<file path="config.mk">
export PLATFORM = sky130hd
export DESIGN_NAME = id_ex_pipe_reg
export DESIGN_NICKNAME = d
export VERILOG_FILES = /design/src/rtl/id_ex_pipe_reg_pkg.sv /design/src/rtl/id_ex_pipe_reg_cond_check.sv /design/src/rtl/id_ex_pipe_reg.sv
export SDC_FILE = /design/constraint.sdc
export NUM_CORES = 1
export LEC_CHECK = 0
export BUFFER_PORTS_ARGS = -buffer_cell sky130_fd_sc_hd__buf_4
export CAP_MARGIN = 20
export CELL_PAD_IN_SITES_DETAIL_PLACEMENT = 1
export CELL_PAD_IN_SITES_GLOBAL_PLACEMENT = 1
export CORE_UTILIZATION = 37
export CTS_CLUSTER_SIZE = 20
export DETAILED_ROUTE_END_ITERATION = 12
export GPL_TIMING_DRIVEN = 0
export HOLD_SLACK_MARGIN = 0.03
export PLACE_DENSITY = 0.95
export SYNTH_ARGS = -nofsm -noshare
export SYNTH_HDL_FRONTEND = slang
export SYNTH_SLANG_ARGS = --single-unit
</file>
<file path="constraint.sdc">
create_clock -name clk -period 2.6 [get_ports clk]
set_input_delay 0.52 -clock clk [delete_from_list [all_inputs] [get_ports clk]]
set_output_delay 0.52 -clock clk [all_outputs]
set_load 0.01 [all_outputs]
</file>
<file path="src/rtl/id_ex_pipe_reg_pkg.sv">
// Shared constants for the ID/EX boundary: control-word layout and ARM condition codes.
package id_ex_pipe_reg_pkg;

  localparam int CU_W      = 9;
  localparam int CU_S      = 0;
  localparam int CU_B      = 1;
  localparam int CU_EXE_LO = 2;
  localparam int CU_EXE_HI = 5;
  localparam int CU_MEM_W  = 6;
  localparam int CU_MEM_R  = 7;
  localparam int CU_WB     = 8;

  // Flag positions inside the {N,Z,C,V} status nibble
  localparam int FLAG_N = 3;
  localparam int FLAG_Z = 2;
  localparam int FLAG_C = 1;
  localparam int FLAG_V = 0;

  typedef enum logic [3:0] {
    COND_EQ = 4'b0000,
    COND_NE = 4'b0001,
    COND_CS = 4'b0010,
    COND_CC = 4'b0011,
    COND_MI = 4'b0100,
    COND_PL = 4'b0101,
    COND_VS = 4'b0110,
    COND_VC = 4'b0111,
    COND_HI = 4'b1000,
    COND_LS = 4'b1001,
    COND_GE = 4'b1010,
    COND_LT = 4'b1011,
    COND_GT = 4'b1100,
    COND_LE = 4'b1101,
    COND_AL = 4'b1110,
    COND_NV = 4'b1111
  } cond_e;

endpackage

</file>
<file path="src/rtl/id_ex_pipe_reg_cond_check.sv">
// Combinational ARM condition evaluator; also shared with the status-register bypass path.
module cond_check
  import id_ex_pipe_reg_pkg::*;
(
  input  logic [3:0] cond_i,
  input  logic [3:0] nzcv_i,
  output logic       pass_o
);

  logic flagN, flagZ, flagC, flagV;

  assign flagN = nzcv_i[FLAG_N];
  assign flagZ = nzcv_i[FLAG_Z];
  assign flagC = nzcv_i[FLAG_C];
  assign flagV = nzcv_i[FLAG_V];

  // Decode the condition field against the current flags; 1111 behaves as always
  always_comb begin
    pass_o = 1'b1;
    case (cond_e'(cond_i))
      COND_EQ: pass_o = flagZ;
      COND_NE: pass_o = ~flagZ;
      COND_CS: pass_o = flagC;
      COND_CC: pass_o = ~flagC;
      COND_MI: pass_o = flagN;
      COND_PL: pass_o = ~flagN;
      COND_VS: pass_o = flagV;
      COND_VC: pass_o = ~flagV;
      COND_HI: pass_o = flagC & ~flagZ;
      COND_LS: pass_o = ~flagC | flagZ;
      COND_GE: pass_o = (flagN == flagV);
      COND_LT: pass_o = (flagN != flagV);
      COND_GT: pass_o = ~flagZ & (flagN == flagV);
      COND_LE: pass_o = flagZ | (flagN != flagV);
      COND_AL: pass_o = 1'b1;
      COND_NV: pass_o = 1'b1;
      default: pass_o = 1'b1;
    endcase
  end

endmodule

</file>
<file path="src/rtl/id_ex_pipe_reg.sv">
// ID->EX pipeline register with condition squash and freeze/flush/hazard bubble policy.
module id_ex_pipe_reg
  import id_ex_pipe_reg_pkg::*;
#(
  parameter int DATA_W = 32,
  parameter int REG_AW = 4
) (
  input  logic              clk,
  input  logic              rst_n,
  input  logic              freeze_i,
  input  logic              flush_i,
  input  logic              hazard_i,
  input  logic              id_valid_i,
  input  logic [31:0]       id_instr_i,
  input  logic [CU_W-1:0]   id_cu_i,
  input  logic [DATA_W-1:0] id_pc_i,
  input  logic [DATA_W-1:0] id_val_rn_i,
  input  logic [DATA_W-1:0] id_val_rm_i,
  input  logic [REG_AW-1:0] id_dest_i,
  input  logic [3:0]        status_nzcv_i,
  output logic              ex_valid_o,
  output logic              ex_s_o,
  output logic              ex_b_o,
  output logic              ex_mem_w_o,
  output logic              ex_mem_r_o,
  output logic              ex_wb_en_o,
  output logic [3:0]        ex_exe_cmd_o,
  output logic [DATA_W-1:0] ex_pc_o,
  output logic [DATA_W-1:0] ex_val_rn_o,
  output logic [DATA_W-1:0] ex_val_rm_o,
  output logic              ex_imm_o,
  output logic [11:0]       ex_shift_op_o,
  output logic [23:0]       ex_simm24_o,
  output logic [REG_AW-1:0] ex_dest_o,
  output logic              ex_carry_o,
  output logic              cond_fail_o
);

  logic              condPass;
  logic              bubble;

  logic              valid_q,   valid_d;
  logic [CU_W-1:0]   cu_q,      cu_d;
  logic [DATA_W-1:0] pc_q,      pc_d;
  logic [DATA_W-1:0] valRn_q,   valRn_d;
  logic [DATA_W-1:0] valRm_q,   valRm_d;
  logic              imm_q,     imm_d;
  logic [11:0]       shiftOp_q, shiftOp_d;
  logic [23:0]       simm24_q,  simm24_d;
  logic [REG_AW-1:0] dest_q,    dest_d;
  logic              carry_q,   carry_d;

  cond_check u_cond_check (
    .cond_i (id_instr_i[31:28]),
    .nzcv_i (status_nzcv_i),
    .pass_o (condPass)
  );

  assign cond_fail_o = ~condPass;
  assign bubble      = flush_i | hazard_i | ~id_valid_i | ~condPass;

  // Next-state selection: freeze holds everything, otherwise datapath loads through
  // and the control word is either taken from ID or cleared to a bubble
  always_comb begin
    valid_d   = valid_q;
    cu_d      = cu_q;
    pc_d      = pc_q;
    valRn_d   = valRn_q;
    valRm_d   = valRm_q;
    imm_d     = imm_q;
    shiftOp_d = shiftOp_q;
    simm24_d  = simm24_q;
    dest_d    = dest_q;
    carry_d   = carry_q;
    if (!freeze_i) begin
      pc_d      = id_pc_i;
      valRn_d   = id_val_rn_i;
      valRm_d   = id_val_rm_i;
      imm_d     = id_instr_i[25];
      shiftOp_d = id_instr_i[11:0];
      simm24_d  = id_instr_i[23:0];
      dest_d    = id_dest_i;
      if (bubble) begin
        valid_d = 1'b0;
        cu_d    = '0;
      end else begin
        valid_d = 1'b1;
        cu_d    = id_cu_i;
        carry_d = status_nzcv_i[FLAG_C];
      end
    end
  end

  // Register bank with asynchronous clear; reset discards any in-flight instruction
  always_ff @(posedge clk or negedge rst_n) begin
    if (!rst_n) begin
      valid_q   <= 1'b0;
      cu_q      <= '0;
      pc_q      <= '0;
      valRn_q   <= '0;
      valRm_q   <= '0;
      imm_q     <= 1'b0;
      shiftOp_q <= '0;
      simm24_q  <= '0;
      dest_q    <= '0;
      carry_q   <= 1'b0;
    end else begin
      valid_q   <= valid_d;
      cu_q      <= cu_d;
      pc_q      <= pc_d;
      valRn_q   <= valRn_d;
      valRm_q   <= valRm_d;
      imm_q     <= imm_d;
      shiftOp_q <= shiftOp_d;
      simm24_q  <= simm24_d;
      dest_q    <= dest_d;
      carry_q   <= carry_d;
    end
  end

  assign ex_valid_o    = valid_q;
  assign ex_s_o        = cu_q[CU_S];
  assign ex_b_o        = cu_q[CU_B];
  assign ex_mem_w_o    = cu_q[CU_MEM_W];
  assign ex_mem_r_o    = cu_q[CU_MEM_R];
  assign ex_wb_en_o    = cu_q[CU_WB];
  assign ex_exe_cmd_o  = cu_q[CU_EXE_HI:CU_EXE_LO];
  assign ex_pc_o       = pc_q;
  assign ex_val_rn_o   = valRn_q;
  assign ex_val_rm_o   = valRm_q;
  assign ex_imm_o      = imm_q;
  assign ex_shift_op_o = shiftOp_q;
  assign ex_simm24_o   = simm24_q;
  assign ex_dest_o     = dest_q;
  assign ex_carry_o    = carry_q;

endmodule

</file>
Word-level counts from Yosys, hierarchy flattened
Index checks and enable logic that the tools add are counted.
{"block": "word_totals", "ff_bits": 148, "output_inout_bits": 149, "word_cells": 48}
{"block": "classes", "eq_ne": 17, "mux": 3, "bitwise": 15, "n_reduce_logical": 3}
{"cell": "== test 4 bit, second input constant", "count": 8}
{"cell": "== test 4 x 3 -> 1 bit, second input constant", "count": 4}
{"cell": "case mux 1 bit (15 select lines)", "count": 1}
{"cell": "two-way mux 9 bit", "count": 1}
{"cell": "== test 4 x 2 -> 1 bit, second input constant", "count": 2}
{"cell": "NOT 1 bit", "count": 8}
{"cell": "OR 1 bit", "count": 5}
{"cell": "== test 4 x 1 -> 1 bit, second input constant", "count": 1}
{"cell": "logical NOT 4 bit", "count": 1}
{"cell": "bitwise AND 1 bit", "count": 2}
{"cell": "AND reduction 2 bit", "count": 1}
{"cell": "OR reduction 2 bit", "count": 1}
{"cell": "== test 1 bit", "count": 1}
{"cell": "two-way mux 1 bit", "count": 1}
{"cell": "!= test 1 bit", "count": 1}

Logic depth before layout (Yosys ltp)
{"block": "logic_depth", "word_depth": 7, "ltp_mapped": 8, "ltp_nobuf": 6}

Hierarchy
From an unflattened synthesis, not the netlist that was laid out.
{"block": "unflattened", "hier_cells": 332, "hier_area_um2": 5352.6}
{"module": "id_ex_pipe_reg", "n_inst": 1, "cells_per_inst": 303, "area_each_um2": 5151.2, "seq_area_each_um2": 3403.3}
{"module": "cond_check", "n_inst": 1, "cells_per_inst": 29, "area_each_um2": 201.4, "seq_area_each_um2": 0.0}

Worst setup path before layout
No wires, ideal clock.
{"block": "synth_path", "kind": "in2out", "startpoint": "input id_instr_i[30]", "endpoint": "output cond_fail_o", "arrival_ps": 1465, "setup_slack_ps": 615, "stages": 6, "path_cell_list": "buf_6 > and3b_1 > a22oi_2 > xnor2_1 > nand3b_1 > a21o_2"}
{"block": "synth_between", "elab_chain_len": 4, "elab_cells_between_ends": 19, "cone_classes": "eq/ne: 15; mux: 1; bitwise: 1; reduce/logical: 2"}
{"item": "from (decl)", "line": "id_ex_pipe_reg.sv:14", "text": "input logic [31:0] id_instr_i,"}
{"item": "== test 4 bit", "line": "id_ex_pipe_reg_cond_check.sv:20", "text": "case (cond_e'(cond_i))"}
{"item": "OR reduction 2 bit (no source line)"}
{"item": "case mux 1 bit (15 select lines) *", "line": "id_ex_pipe_reg_cond_check.sv:20"}
{"item": "NOT 1 bit *", "line": "id_ex_pipe_reg.sv:59", "text": "assign cond_fail_o = ~condPass;"}
{"item": "to (decl)", "line": "id_ex_pipe_reg.sv:36", "text": "output logic cond_fail_o"}
Mark *: on every way between the ends. The rest lies on a longest branch, timed or not.

Final worst setup path
Same ends and word-level chain as after synthesis.

==> results by group <==
Floorplanning
  – Die width: 121.8 um
  – Io pins: 300
  – # rows: 43
  – Placeable Area: around 0.014 mm^2
  – Die Ht: 121.8 um
  – Starting Density: 38.09%
  – Die ar.: 0.01483 mm^2

Worst setup path
  – Top Family by Delay on Critical Path: compound AO/OA/AOI/OAI gates
  – WP data arrival: 1.70 ns
  – Path depth of the worst reg2reg path: 1
  – Startpoint types: input pin
  – Reg2reg start: ex_val_rm_o[26]$_DFFE_PN0N_
  – Crit end category: output pin
  – Max incr delay on CP: 0.24 ns
  – Critical Path RT: between 2 and 2.5 ns
  – Reg2Reg Setup Slack: 1.77 ns
  – Reg2Reg Capture Point: ex_val_rm_o[26]$_DFFE_PN0N_
  – CP max stage cell: a21o_2
  – Buffers & Inverters on Critical Path: 2
  – CP max FO: 9
  – Critical path, cell by cell: buf_6 > and3b_1 > a22oi_2 > xnor2_1 > nand3b_1 > a21o_2 > buf_4
  – Crit Path Class: in2out

Synthesis
  – Mapped Cells: 329
  – Synth unique cells: 31
  – Sequential area share after synthesis: 64.12%
  – Mapped Nets: 480
  – Top_reg_cell synth: dfrtp_1
  – YS warnings: 0
  – Asr flop ratio synth: 100.0%
  – Avg Cell Area, Syn: 16.13 um^2
  – Synthesized cell area: 0.005308 mm^2
  – #FFs+latches synth: 136
  – Post-synth EDFFs: 0

Cells and area
  – Util after Layout: 59.96%
  – Area Growth Syn to Fin: 57.43%
  – Antenna cells: 0
  – Fillcell total: 1352
  – Non-filler cells, final: 834
  – Register area: 0.003403 mm^2
  – Area of the multi-input gates: 0.001712 mm^2
  – Layout Nets: 792
  – Layout cells sized above 1: 73.09%

Global route
  – Gr usage total: 22.92%
  – Largest net degree at the start of global routing: 83
  – First-pass GRT wire length: between 20 and 25 mm
  – Vias in the first global route: 4682
  – Global route overflow: 0
  – Initial antenna violation count: 0

Routing
  – Pre-antenna DRT Iters: 4
  – Drt initial violations: between 100 and 150
  – Drt via density: 4.836
  – Drt wl/cell: 19.82 um
  – Overall routed net length: roughly 17 mm
  – Via count: approximately 4000
  – Antenna Nets Post-Route: 0
  – Remaining DRCs: 0

Clock tree
  – Clock root cell: clkbuf_16
  – H-Tree Depth: 4
  – CTS resizes: 0
  – Skew-Pair Late Insertion Delay: 0.41 ns
  – Clock sink count: 136
  – Clk pin slew, worst setup/hold paths: around 0.060 ns
  – Cts-stage hold buffer count: 0
  – Postcts setup bufs: 0
  – CTS Buf Count: 17
  – TritonCTS clock tree: built
  – Deepest clock path buffer count: 2

Pwr
  – Sw power: 1410 uW
  – Cell leakage power: around 0.0040 uW
  – P_int: 4473 uW
  – Pwr dens: 704.1 mW/mm^2
  – Final Total Pwr: 5883 uW
  – Combinational power share: 18.1%
  – Sw frac: around a quarter
  – Sequential share of power: 41.7%
  – Maximum VDD drop: ~440 uV
  – Clk pwr share: 40.2%

Placed design
  – Hpwl dp: 12.84 mm
  – Placed insts: around 800
  – Port Buffers: 292
  – GPL Wtd Cong: 0.7778

Timing
  – Worst rel slew slack: 51.46%
  – Fin Setup TNS: 0 ns
  – Hold slack: 0.05736 ns
  – Final period utilization: a little under nine tenths
  – RSZ-0062 raised after global routing: false
  – Maximum clock rate: roughly 450 MHz
  – Crit path time final: 2.221 ns
  – Clock skew: 0 ns
  – Worst-margin pin slew: 0.7282 ns
  – Fin. max-slew vios: 0
  – Setup violators final: 0
  – Final Hold Fails: 0

Status
  – Status: complete, no violations

Job
  – Max-Cap Viols: 0

Min path
  – Worst hold path type: in2async
cell usage after synthesis, drive strengths merged (2+ instances only):
master	instances	area, um^2
buf	20	151.4
a22o	9	83.83
dfrtp	136	3403
xnor2	3	26.28
xor2	2	17.52
nor3	2	15.01
a22oi	2	20.02
mux2	126	1419
nand3b	2	15.01
a21o	2	16.27
clkbuf	11	41.29
power by group through the flow:
stage / registers, uW / logic, uW / clock network, uW
floorplan: 2560 / 316 / 0
global placement: 2460 / 1030 / 0
detailed placement: 2480 / 1080 / 0
CTS: 2450 / 1080 / 2430
global route: 2470 / 1140 / 2520
finish: 2450 / 1060 / 2370
metrics by stage:
stage	setup slack [ns]	area (um^2)
finish	0.3793	8356
global route	0.3172	8356
CTS	0.3764	8356
floorplan	0.6151	5308
detailed placement	0.1110	7756
global placement	0.2091	7725
kinds of logic (layout without fill, tap and decap cells):
group,Yosys count,count (layout),share of synthesized area [%]
mux,126,126,26.73
simple gates,14,14,1.839
flops,136,136,64.12
compound gates,17,17,2.853
buf+inv,31,356,3.630
xor+xnor,5,5,0.8252
layout make-up:
type / count / area share [%]
Multi-Input combinational cell: 162 / 20.49
Tap cell: 180 / 2.695
Timing Repair Buffer: 293 / 26.61
Clock inverter: 6 / 0.7188
Buffer: 31 / 2.306
Clock buffer: 26 / 6.454
Sequential cell: 136 / 40.73
per-layer routing:
layer | GRT usage (%) | vias to the layer above | part of all wire [%]
met1 | 23.35 | 2015 | 34
met3 | 6.742 | 51 | 6.5
li1 | - | 1774 | -
met2 | 41.00 | 193 | 55
met4 | 14.12 | 0 | 4.5
met5 | 0 | - | 0
registers in the layout, indices dropped and copies added (netlist names):
register       cells
ex_pc_o           32
ex_imm_o           1
ex_val_rn_o       32
cu_q               9
ex_shift_op_o     11
ex_valid_o         1
ex_carry_o         1
ex_simm24_o       13
ex_val_rm_o       32
ex_dest_o          4
placed cells by master (no fill, tap or decap), drive strengths merged, types with 2 or more instances in the layout:
cell and instances:
buf 313, dfrtp 136, mux2 126, clkbuf 37, a22o 9, xnor2 3
clkinv 3, xor2 2, nand3b 2, clkinvlp 2, a22oi 2, nor3 2
a21o 2
worst max-delay path by stage:
stage	start	endpoint	slack [ns]	cells after the start
detailed placement	freeze_i	ex_val_rm_o[26]$_DFFE_PN0N_	0.11	4
floorplan	id_instr_i[30]	cond_fail_o	0.62	6
finish	id_instr_i[30]	cond_fail_o	0.38	7
global route	id_instr_i[30]	cond_fail_o	0.32	7
global placement	freeze_i	ex_val_rn_o[1]$_DFFE_PN0N_	0.21	4
CTS	id_instr_i[30]	cond_fail_o	0.38	7
(Power assumes the default switching activity.)
